$ cat src/rtl/query_crc5_tx_if.sv
// Query frame transmitter bus.
// Groups the frame request (start/abort), the bit-rate strobe, the Query
// field inputs and the serial/status outputs of query_crc5_tx.
//   master : frame requester / bit consumer (drives start, abort, bit_en, fields)
//   slave  : the transmitter itself (drives bitout, bitvalid, busy, done, crc_out)
interface query_crc5_tx_if;
    logic       start;
    logic       abort;
    logic       bit_en;
    logic       dr;
    logic [1:0] m;
    logic       trext;
    logic [1:0] sel;
    logic [1:0] session;
    logic       target;
    logic [3:0] q;
    logic       bitout;
    logic       bitvalid;
    logic       busy;
    logic       done;
    logic [4:0] crc_out;

    modport master (
        output start, abort, bit_en, dr, m, trext, sel, session, target, q,
        input  bitout, bitvalid, busy, done, crc_out
    );

    modport slave (
        input  start, abort, bit_en, dr, m, trext, sel, session, target, q,
        output bitout, bitvalid, busy, done, crc_out
    );
endinterface

$ cat src/rtl/query_crc5_tx.sv
// Serial transmitter for a Query command frame protected by CRC5.
// A frame is 17 payload bits {CMD_CODE, dr, m, trext, sel, session, target, q}
// followed by the 5-bit CRC (x^5+x^3+1, preset CRC_PRESET), all MSB first,
// one bit per sampled bit_en strobe: 22 bits in total.
// Ports:
//   clk           : single clock, all state changes on its rising edge
//   masterreset_n : asynchronous active-low reset
//   bus (slave)   : start/abort/bit_en/fields in; bitout, bitvalid, busy,
//                   done, crc_out out (all registered)
module query_crc5_tx #(
    parameter logic [3:0] CMD_CODE   = 4'b1000,
    parameter logic [4:0] CRC_PRESET = 5'b01001
) (
    input  logic           clk,
    input  logic           masterreset_n,
    query_crc5_tx_if.slave bus
);

    typedef enum logic [1:0] {
        IDLE    = 2'b00,
        PAYLOAD = 2'b01,
        CRC     = 2'b10
    } state_t;

    state_t      state_r, state_s;
    logic [16:0] sr_r, sr_s;
    logic [4:0]  cnt_r, cnt_s;
    logic [4:0]  crc_r, crc_s;
    logic [4:0]  crc_sh_r, crc_sh_s;
    logic [4:0]  crc_out_r, crc_out_s;
    logic [4:0]  crc_step_s;
    logic        busy_r, busy_s;
    logic        bitout_r, bitout_s;
    logic        bitvalid_r, bitvalid_s;
    logic        done_r, done_s;

    // One serial CRC5 step (x^5+x^3+1) for input bit b.
    function automatic logic [4:0] crc5_step(input logic [4:0] crc, input logic b);
        logic f;
        f = b ^ crc[4];
        crc5_step = {crc[3], crc[2] ^ f, crc[1], crc[0], f};
    endfunction

    assign crc_step_s = crc5_step(crc_r, sr_r[16]);

    // State register.
    always_ff @(posedge clk or negedge masterreset_n) begin
        if (!masterreset_n) begin
            state_r <= IDLE;
        end else begin
            state_r <= state_s;
        end
    end

    // Next-state logic; abort wins over bit_en and also vetoes a start in IDLE.
    always_comb begin
        state_s = state_r;
        case (state_r)
            IDLE: begin
                if (bus.start && !bus.abort) begin
                    state_s = PAYLOAD;
                end else begin
                    state_s = IDLE;
                end
            end
            PAYLOAD: begin
                if (bus.abort) begin
                    state_s = IDLE;
                end else if (bus.bit_en && (cnt_r == 5'd16)) begin
                    state_s = CRC;
                end else begin
                    state_s = PAYLOAD;
                end
            end
            CRC: begin
                if (bus.abort) begin
                    state_s = IDLE;
                end else if (bus.bit_en && (cnt_r == 5'd4)) begin
                    state_s = IDLE;
                end else begin
                    state_s = CRC;
                end
            end
            default: begin
                state_s = IDLE;
            end
        endcase
    end

    // Datapath and output next values. A bit_en on the accept edge is not
    // looked at because IDLE only reacts to start.
    always_comb begin
        sr_s       = sr_r;
        cnt_s      = cnt_r;
        crc_s      = crc_r;
        crc_sh_s   = crc_sh_r;
        crc_out_s  = crc_out_r;
        busy_s     = busy_r;
        bitout_s   = bitout_r;
        bitvalid_s = 1'b0;
        done_s     = 1'b0;
        case (state_r)
            IDLE: begin
                if (bus.start && !bus.abort) begin
                    sr_s   = {CMD_CODE, bus.dr, bus.m, bus.trext, bus.sel,
                              bus.session, bus.target, bus.q};
                    crc_s  = CRC_PRESET;
                    cnt_s  = 5'd0;
                    busy_s = 1'b1;
                end else begin
                    busy_s = 1'b0;
                end
            end
            PAYLOAD: begin
                if (bus.abort) begin
                    busy_s = 1'b0;
                end else if (bus.bit_en) begin
                    bitout_s   = sr_r[16];
                    bitvalid_s = 1'b1;
                    sr_s       = {sr_r[15:0], 1'b0};
                    crc_s      = crc_step_s;
                    if (cnt_r == 5'd16) begin
                        // Snapshot includes the 17th bit's CRC update.
                        cnt_s    = 5'd0;
                        crc_sh_s = crc_step_s;
                    end else begin
                        cnt_s = cnt_r + 5'd1;
                    end
                end else begin
                    busy_s = 1'b1;
                end
            end
            CRC: begin
                if (bus.abort) begin
                    busy_s = 1'b0;
                end else if (bus.bit_en) begin
                    bitout_s   = crc_sh_r[4];
                    bitvalid_s = 1'b1;
                    crc_sh_s   = {crc_sh_r[3:0], 1'b0};
                    if (cnt_r == 5'd4) begin
                        cnt_s     = 5'd0;
                        done_s    = 1'b1;
                        busy_s    = 1'b0;
                        crc_out_s = crc_r;
                    end else begin
                        cnt_s = cnt_r + 5'd1;
                    end
                end else begin
                    busy_s = 1'b1;
                end
            end
            default: begin
                busy_s = 1'b0;
            end
        endcase
    end

    // Datapath and output registers.
    always_ff @(posedge clk or negedge masterreset_n) begin
        if (!masterreset_n) begin
            sr_r       <= 17'd0;
            cnt_r      <= 5'd0;
            crc_r      <= 5'd0;
            crc_sh_r   <= 5'd0;
            crc_out_r  <= 5'd0;
            busy_r     <= 1'b0;
            bitout_r   <= 1'b0;
            bitvalid_r <= 1'b0;
            done_r     <= 1'b0;
        end else begin
            sr_r       <= sr_s;
            cnt_r      <= cnt_s;
            crc_r      <= crc_s;
            crc_sh_r   <= crc_sh_s;
            crc_out_r  <= crc_out_s;
            busy_r     <= busy_s;
            bitout_r   <= bitout_s;
            bitvalid_r <= bitvalid_s;
            done_r     <= done_s;
        end
    end

    assign bus.bitout   = bitout_r;
    assign bus.bitvalid = bitvalid_r;
    assign bus.busy     = busy_r;
    assign bus.done     = done_r;
    assign bus.crc_out  = crc_out_r;

endmodule

$ cat src/flat_wrapper.sv
// flat-port wrapper written by rule: the top's interface ports become plain ports
module query_crc5_tx_flat 
#(
    parameter logic [3:0] CMD_CODE   = 4'b1000,
    parameter logic [4:0] CRC_PRESET = 5'b01001
)
  (clk, masterreset_n, bus_start, bus_abort, bus_bit_en, bus_dr, bus_m, bus_trext, bus_sel, bus_session, bus_target, bus_q, bus_bitout, bus_bitvalid, bus_busy, bus_done, bus_crc_out);
  query_crc5_tx_if bus_i ();
  input  logic clk;
  input  logic masterreset_n;
  input wire logic [$bits(bus_i.start)-1:0] bus_start;
  input wire logic [$bits(bus_i.abort)-1:0] bus_abort;
  input wire logic [$bits(bus_i.bit_en)-1:0] bus_bit_en;
  input wire logic [$bits(bus_i.dr)-1:0] bus_dr;
  input wire logic [$bits(bus_i.m)-1:0] bus_m;
  input wire logic [$bits(bus_i.trext)-1:0] bus_trext;
  input wire logic [$bits(bus_i.sel)-1:0] bus_sel;
  input wire logic [$bits(bus_i.session)-1:0] bus_session;
  input wire logic [$bits(bus_i.target)-1:0] bus_target;
  input wire logic [$bits(bus_i.q)-1:0] bus_q;
  output wire logic [$bits(bus_i.bitout)-1:0] bus_bitout;
  output wire logic [$bits(bus_i.bitvalid)-1:0] bus_bitvalid;
  output wire logic [$bits(bus_i.busy)-1:0] bus_busy;
  output wire logic [$bits(bus_i.done)-1:0] bus_done;
  output wire logic [$bits(bus_i.crc_out)-1:0] bus_crc_out;
  assign bus_i.start = bus_start;
  assign bus_i.abort = bus_abort;
  assign bus_i.bit_en = bus_bit_en;
  assign bus_i.dr = bus_dr;
  assign bus_i.m = bus_m;
  assign bus_i.trext = bus_trext;
  assign bus_i.sel = bus_sel;
  assign bus_i.session = bus_session;
  assign bus_i.target = bus_target;
  assign bus_i.q = bus_q;
  assign bus_bitout = bus_i.bitout;
  assign bus_bitvalid = bus_i.bitvalid;
  assign bus_busy = bus_i.busy;
  assign bus_done = bus_i.done;
  assign bus_crc_out = bus_i.crc_out;
  query_crc5_tx #(.CMD_CODE(CMD_CODE), .CRC_PRESET(CRC_PRESET)) u_core (.clk(clk), .masterreset_n(masterreset_n), .bus(bus_i));
endmodule
$ cat config.mk
export PLATFORM = sky130hd
export DESIGN_NAME = query_crc5_tx_flat
export DESIGN_NICKNAME = d
export VERILOG_FILES = /design/src/rtl/query_crc5_tx_if.sv /design/src/rtl/query_crc5_tx.sv /design/src/flat_wrapper.sv
export SDC_FILE = /design/constraint.sdc
export NUM_CORES = 1
export LEC_CHECK = 0
export CAP_MARGIN = 10
export CORE_MARGIN = 5
export CORE_UTILIZATION = 25
export CTS_CLUSTER_DIAMETER = 60
export DETAILED_ROUTE_END_ITERATION = 10
export DONT_BUFFER_PORTS = 1
export RECOVER_POWER = 100
export SYNTH_ARGS = -nofsm -noshare
export SYNTH_HDL_FRONTEND = slang
export SYNTH_SLANG_ARGS = --single-unit
$ cat constraint.sdc
create_clock -name clk -period 3.8 [get_ports clk]
set_clock_uncertainty 0.05 [all_clocks]
set_input_delay 0.76 -clock clk [delete_from_list [all_inputs] [get_ports clk]]
set_output_delay 0.76 -clock clk [all_outputs]
set_load 0.01 [all_outputs]
# Yosys cells after proc, flatten, opt, wreduce, memory -nomap -nowiden
# Cells that the tools add are included.
# totals
regBits	43
input_bits	18
output_inout_bits	9
# op_classes
add_sub_neg	1
n_eq_ne	12
mux	47
bitwise_logic	3
n_reduce_logical	15
# op_table
op	n
2-to-1 mux 5 bit	15
2-to-1 mux 17 bit	3
case mux 17 bit (2 select lines)	1
case mux 5 bit (2 select lines)	2
2-to-1 mux 1 bit	18
case mux 5 bit (3 select lines)	1
AND reduction 6 bit	2
2-to-1 mux 2 bit	4
inequality test 2 bit, second input constant	4
AND reduction 4 bit	2
case mux 2 bit (3 select lines)	1
adder 5 x 1 -> 5 bit, second input constant	1
== test 5 x 3 -> 1 bit, second input constant	1
== test 5 bit, second input constant	1
AND reduction 5 bit	1
inequality test 2 x 1 -> 1 bit, second input constant	2
inequality test 4 x 3 -> 1 bit, second input constant	1
nonzero test 2 bit	2
logical AND 1 bit	3
inequality test 3 bit, second input constant	1
case mux 1 bit (3 select lines)	1
nonzero test 3 bit	1
== test 2 x 1 -> 1 bit, second input constant	1
== test 2 bit, second input constant	1
7 further kinds	8

# Longest topological paths before layout
# depth
ltp_word	6
ltp_mapped	9
depth_no_buf	6

# Worst setup path before layout
# No wires, ideal clock.
# synth_timing
path_kind	input port to flip-flop
start	in bus_bit_en
end	reg u_core.cnt_r[2]
setup_time_ns	0.077
arrival_ns	2.009
slack_ns	1.664
cell_stages	6
n_path_buf	2
path_cell_list	clkbuf_1 > nand2b_1 > a221o_1 > buf_6 > or3b_1 > o21ai_1
# synth_via
elab_chain_cells	2
elab_cells_between_ends	3
classes_between	eq/ne (2); reduce/logical (1)
# synth_lines
element	line	text
start, declared	flat_wrapper.sv:13	input wire logic [$bits(bus_i.bit_en)-1:0] bus_bit_en;
inequality test 2 bit (no source line)	--	
AND reduction 6 bit (no source line) (*)	--	
end signal, assigned	query_crc5_tx.sv:172	cnt_r <= cnt_s;
end, declared	query_crc5_tx.sv:27	logic [4:0] cnt_r, cnt_s;
# Every way passes the cells marked *; elsewhere a longest branch is shown, timed or not.
# A chain may end at the register's enable or synchronous reset.

# Final worst setup path
# layout_timing
start	reg u_core.state_r[1]
end	reg u_core.cnt_r[3]
# layout_via
elab_chain_cells	3
elab_cells_between_ends	11
classes_between	eq/ne (7); mux (1); reduce/logical (3)
# layout_lines
element	line	text
start, declared	query_crc5_tx.sv:25	state_t state_r, state_s;
start signal, assigned	query_crc5_tx.sv:51	state_r <= state_s;
== test 2 bit, or another cell as far along	query_crc5_tx.sv:102	case (state_r)
inequality test 2 bit (no source line), or another cell as far along	--	
AND reduction 6 bit (no source line)	--	
# Several ways; a longest one is shown, not always the timed one.

==> flow_summary.html <==
<table>
<tr><th>Metric</th><th>Value</th></tr>
<tr><th colspan="2">Die</th></tr>
<tr><td>Number of placement rows</td><td>33</td></tr>
<tr><td>Floorplan die area</td><td>between 0.01 and 0.015 mm^2</td></tr>
<tr><td>Core box area</td><td>between 0.008 and 0.009 mm^2</td></tr>
<tr><td>Die extent in x</td><td>~100 um</td></tr>
<tr><td>Starting Density</td><td>between 20% and 30%</td></tr>
<tr><td>I/O pin total</td><td>27</td></tr>
<tr><td>Die Y</td><td>~100 um</td></tr>
<tr><th colspan="2">Critical path</th></tr>
<tr><td>Largest fanout on the critical path</td><td>15</td></tr>
<tr><td>Sequence of cells on the critical path</td><td>inv_1, ha_1, clkbuf_1, inv_1, o21ai_1, nand3_1, o41ai_1</td></tr>
<tr><td>Buf/Inv on CP</td><td>3</td></tr>
<tr><td>Worst setup SP type</td><td>flip-flop</td></tr>
<tr><td>Crit Path Class</td><td>flip-flop to flip-flop</td></tr>
<tr><td>Crit path max-delay cell type</td><td>sky130_fd_sc_hd__clkbuf_1</td></tr>
<tr><td>Register-to-register setup slack</td><td>910 ps</td></tr>
<tr><td>Cell type with the highest occurrence count on the critical path</td><td>sky130_fd_sc_hd__inv_1</td></tr>
<tr><td>Worst endpoint required time</td><td>roughly 3900 ps</td></tr>
<tr><td>Largest stage delay, worst path</td><td>640 ps</td></tr>
<tr><td>Crit end category</td><td>flip-flop</td></tr>
<tr><td>Largest delay share family, worst path</td><td>buffers and inverters</td></tr>
<tr><td>Critical Path AT</td><td>about 3000 ps</td></tr>
<tr><th colspan="2">Routing</th></tr>
<tr><td>Post-DRT Antenna Nets</td><td>0</td></tr>
<tr><td>Wirelength, routed</td><td>about 4.2 mm</td></tr>
<tr><td>Number of DRC violations after detailed-routing iteration 0</td><td>100</td></tr>
<tr><td>Vias after detailed routing</td><td>1,411</td></tr>
<tr><td>Drt via density</td><td>about 4.6</td></tr>
<tr><td>Met3 WL</td><td>270 um</td></tr>
<tr><td>Top metal layer carrying routed signals</td><td>met4</td></tr>
<tr><td>Routed length per instance</td><td>about 14 um</td></tr>
<tr><td>Metal2 WL</td><td>1.86 mm</td></tr>
<tr><td>DRC errors left</td><td>0</td></tr>
<tr><td>Number of detailed-routing iterations run before antenna repair</td><td>4</td></tr>
<tr><td>Wire length on met1</td><td>about 2 mm</td></tr>
<tr><th colspan="2">Synth</th></tr>
<tr><td>Number of nets produced by synthesis</td><td>approximately 230</td></tr>
<tr><td>Instance count of the mapped netlist</td><td>about 200</td></tr>
<tr><td>Count of distinct cell types in the synthesized netlist</td><td>33</td></tr>
<tr><td>Post-synth top area share</td><td>51.7%</td></tr>
<tr><td>Number of synthesized register bits</td><td>43</td></tr>
<tr><td>Synth Cell Area</td><td>0.00208 mm^2</td></tr>
<tr><td>Library cell with the largest summed area after synthesis</td><td>sky130_fd_sc_hd__dfrtp_1</td></tr>
<tr><td>Synth warn</td><td>0</td></tr>
<tr><td>Area contributors post-synth</td><td>sky130_fd_sc_hd__dfrtp_1, sky130_fd_sc_hd__mux2i_1, sky130_fd_sc_hd__o21ai_0, sky130_fd_sc_hd__mux2_2, sky130_fd_sc_hd__nand2_1</td></tr>
<tr><td>Mean area per synthesized cell</td><td>slightly above 10 um^2</td></tr>
<tr><td>Portion of the post-synthesis area used by sequential elements</td><td>51.7%</td></tr>
<tr><th colspan="2">CTS</th></tr>
<tr><td>Clock latency reported for the late side of the worst-skew pair</td><td>about 300 ps</td></tr>
<tr><td>Count of clock tree sinks</td><td>43</td></tr>
<tr><td>Number of instances resized during post-cts repair</td><td>0</td></tr>
<tr><td>CTS tree</td><td>built</td></tr>
<tr><td>Clock tree root driver cell</td><td>sky130_fd_sc_hd__clkbuf_8</td></tr>
<tr><td>Largest buffer count on any clock path</td><td>2</td></tr>
<tr><td>Clock buffers created by TritonCTS</td><td>5</td></tr>
<tr><td>Hold_buf cts</td><td>0</td></tr>
<tr><td>Clock transition time at the flip-flop clock pins of the worst setup and hold paths</td><td>approximately 80 ps</td></tr>
<tr><td>Setup fix buffers added after clock tree synthesis</td><td>0</td></tr>
<tr><td>Total number of H-tree levels</td><td>2</td></tr>
<tr><th colspan="2">Placement</th></tr>
<tr><td>Port-buffer cells</td><td>0</td></tr>
<tr><td>Instance area at placement</td><td>0.00217 mm^2</td></tr>
<tr><td>Total half-perimeter wirelength after legalization and detailed placement</td><td>between 2 and 3 mm</td></tr>
<tr><td>Placer Congestion</td><td>0.760</td></tr>
<tr><td>Cell Count Post-Placement</td><td>a little under 300</td></tr>
<tr><th colspan="2">Finish</th></tr>
<tr><td>Most frequent cells in the layout</td><td>sky130_fd_sc_hd__dfrtp_1, sky130_fd_sc_hd__nand2_1, sky130_fd_sc_hd__o21ai_0</td></tr>
<tr><td>Final net count</td><td>224</td></tr>
<tr><td>Storage element area</td><td>0.00108 mm^2</td></tr>
<tr><td>Final standard cell area without fillers</td><td>approximately 0.0023 mm^2</td></tr>
<tr><td>Commonest non-fill, non-tap cell in the layout</td><td>sky130_fd_sc_hd__dfrtp_1</td></tr>
<tr><td>Number of inserted diodes</td><td>0</td></tr>
<tr><td>Area taken by multi-input logic gates</td><td>910 um^2</td></tr>
<tr><td>Fraction of layout cells with a size suffix above 1</td><td>under 10%</td></tr>
<tr><td>Final standard cell count with taps included and fillers excluded</td><td>around 310</td></tr>
<tr><td>Fillers</td><td>roughly 860</td></tr>
<tr><td>Area growth, synth to finish</td><td>9.75%</td></tr>
<tr><th colspan="2">Global route</th></tr>
<tr><td>Overall Global Routing Usage</td><td>just under 9%</td></tr>
<tr><td>Pin count of the biggest net entering global routing</td><td>between 40 and 50</td></tr>
<tr><td>Overall overflow remaining after global route</td><td>0</td></tr>
<tr><td>Wire length of the first global-routing pass</td><td>~7 mm</td></tr>
<tr><td>Number of global-route vias before repair</td><td>between 1,000 and 1,500</td></tr>
<tr><td>Antenna violations before repair</td><td>0</td></tr>
<tr><th colspan="2">Timing</th></tr>
<tr><td>Slew Limit Headroom</td><td>about 47%</td></tr>
<tr><td>Fin Hold WS</td><td>about 99 ps</td></tr>
<tr><td>Final-report max-slew violation count</td><td>0</td></tr>
<tr><td>Slew @ Worst Pin</td><td>between 700 and 800 ps</td></tr>
<tr><td>Highest Clock Rate</td><td>346 MHz</td></tr>
<tr><td>Min Clock Period, post-route</td><td>just under 3000 ps</td></tr>
<tr><td>Setup repair after global routing missed its margin</td><td>no</td></tr>
<tr><td>Final worst path period share</td><td>about three quarters</td></tr>
<tr><td>Sum Neg Setup Slack</td><td>0 ps</td></tr>
<tr><td>Hold violation total from the final report</td><td>0</td></tr>
<tr><td># setup viols final</td><td>0</td></tr>
<tr><th colspan="2">Power</th></tr>
<tr><td>Static leakage</td><td>between 0.9 and 1 nW</td></tr>
<tr><td>PnR Total Power</td><td>roughly 1.2 mW</td></tr>
<tr><td>Power per cell area</td><td>roughly 520 mW/mm^2</td></tr>
<tr><td>Worst IR drop on VDD</td><td>about 0.18 mV</td></tr>
<tr><th colspan="2">Status</th></tr>
<tr><td>Outcome</td><td>completed</td></tr>
<tr><th colspan="2">Run</th></tr>
<tr><td>Max-capacitance violation count</td><td>0</td></tr>
<tr><th colspan="2">Hold path</th></tr>
<tr><td>HP Class</td><td>primary input to async pin</td></tr>
</table>
[cell usage after synthesis]
| cell type | instances |
|---|---|
| sky130_fd_sc_hd__a21boi_0 | 1 |
| sky130_fd_sc_hd__a21oi_1 | 2 |
| sky130_fd_sc_hd__a221o_1 | 1 |
| sky130_fd_sc_hd__a22oi_1 | 1 |
| sky130_fd_sc_hd__a2bb2oi_1 | 1 |
| sky130_fd_sc_hd__a31oi_1 | 4 |
| sky130_fd_sc_hd__a32o_1 | 1 |
| sky130_fd_sc_hd__a32oi_1 | 2 |
| sky130_fd_sc_hd__and3_1 | 4 |
| sky130_fd_sc_hd__and4bb_2 | 1 |
| sky130_fd_sc_hd__buf_6 | 2 |
| sky130_fd_sc_hd__clkbuf_1 | 8 |
| sky130_fd_sc_hd__dfrtp_1 | 43 |
| sky130_fd_sc_hd__ha_1 | 6 |
| sky130_fd_sc_hd__inv_1 | 11 |
| sky130_fd_sc_hd__mux2_2 | 9 |
| sky130_fd_sc_hd__mux2i_1 | 15 |
| sky130_fd_sc_hd__nand2_1 | 26 |
| sky130_fd_sc_hd__nand2b_1 | 5 |
| sky130_fd_sc_hd__nand3_1 | 10 |
| sky130_fd_sc_hd__nand4_1 | 2 |
| sky130_fd_sc_hd__nor2_1 | 7 |
| sky130_fd_sc_hd__nor2b_1 | 3 |
| sky130_fd_sc_hd__nor3_1 | 2 |
| sky130_fd_sc_hd__nor4bb_1 | 1 |
| sky130_fd_sc_hd__o21ai_0 | 22 |
| sky130_fd_sc_hd__o21ai_1 | 2 |
| sky130_fd_sc_hd__o31ai_1 | 1 |
| sky130_fd_sc_hd__o41ai_1 | 3 |
| sky130_fd_sc_hd__or2_1 | 1 |
| sky130_fd_sc_hd__or3_1 | 1 |
| sky130_fd_sc_hd__or3b_1 | 1 |
| sky130_fd_sc_hd__xnor2_1 | 2 |
[registers in the layout (all words and copies together) (netlist names)]
register,count
u_core.crc_sh_r,5
u_core.bus.crc_out,5
u_core.state_r,2
u_core.bus.busy,1
u_core.bus.done,1
u_core.bus.bitout,1
u_core.cnt_r,5
u_core.sr_r,17
u_core.bus.bitvalid,1
u_core.crc_r,5
[metrics by stage]
step | utilization (%) | worst slack [ps]
4_1_cts | 28.0 | 1320
3_5_place_dp | 26.6 | 1340
5_1_grt | 27.9 | 615
3_3_place_gp | 26.6 | 1470
2_1_floorplan | - | 1660
6_report | 27.9 | 910
[cell families after synthesis]
kind of cell | Yosys count | share of synthesized area [%]
AOI/OAI and AO/OA | 41 | 12.0
adders and majority gates | 6 | 3.61
xor gates and xnor gates | 2 | 0.843
muxes | 24 | 12.1
and+or+nand+nor | 64 | 15.2
buffers and inverters | 21 | 4.51
DFF | 43 | 51.7
[layout make-up]
type,instances,area share (%)
Clock inverter,3,1.92
Multi-Input combinational cell,137,39.9
Inverter,11,1.81
Sequential cell,43,47.1
Tap cell,105,5.76
Clock buffer,5,3.02
Timing Repair Buffer,2,0.493
[power breakdown]
group	switching [mW]	total [mW]	internal [mW]	leakage (nW)
Clock	0.165	0.360	0.196	0.0581
Combinational	0.118	0.213	0.0954	0.380
Sequential	0.0650	0.614	0.549	0.558
[worst paths after layout]
path | startpoint | cells after the start | end
worst min-delay path | masterreset_n | 0 | u_core.cnt_r[4]
max in group asynchronous | masterreset_n | 0 | u_core.sr_r[9]
worst min register to register | u_core.sr_r[14] | 2 | u_core.sr_r[14]
worst max register to register | u_core.state_r[1] | 7 | u_core.cnt_r[3]
min in group clk | u_core.sr_r[14] | 2 | u_core.sr_r[14]
worst max-delay path | u_core.state_r[1] | 7 | u_core.cnt_r[3]
[worst reg2reg max path, stage by stage (launching register included)]
cell and delay (ps):
sky130_fd_sc_hd__dfrtp_1 400, sky130_fd_sc_hd__inv_1 80, sky130_fd_sc_hd__ha_1 540, sky130_fd_sc_hd__clkbuf_1 640
sky130_fd_sc_hd__inv_1 220, sky130_fd_sc_hd__o21ai_1 270, sky130_fd_sc_hd__nand3_1 210, sky130_fd_sc_hd__o41ai_1 360
[layer usage]
metal	vias up	track usage, %
met5	-	0
met4	0	3.07
met3	2	3.99
met2	24	12.3
met1	683	12.2
li1	702	-
No activity file was read; power rests on OpenSTA's default activity.
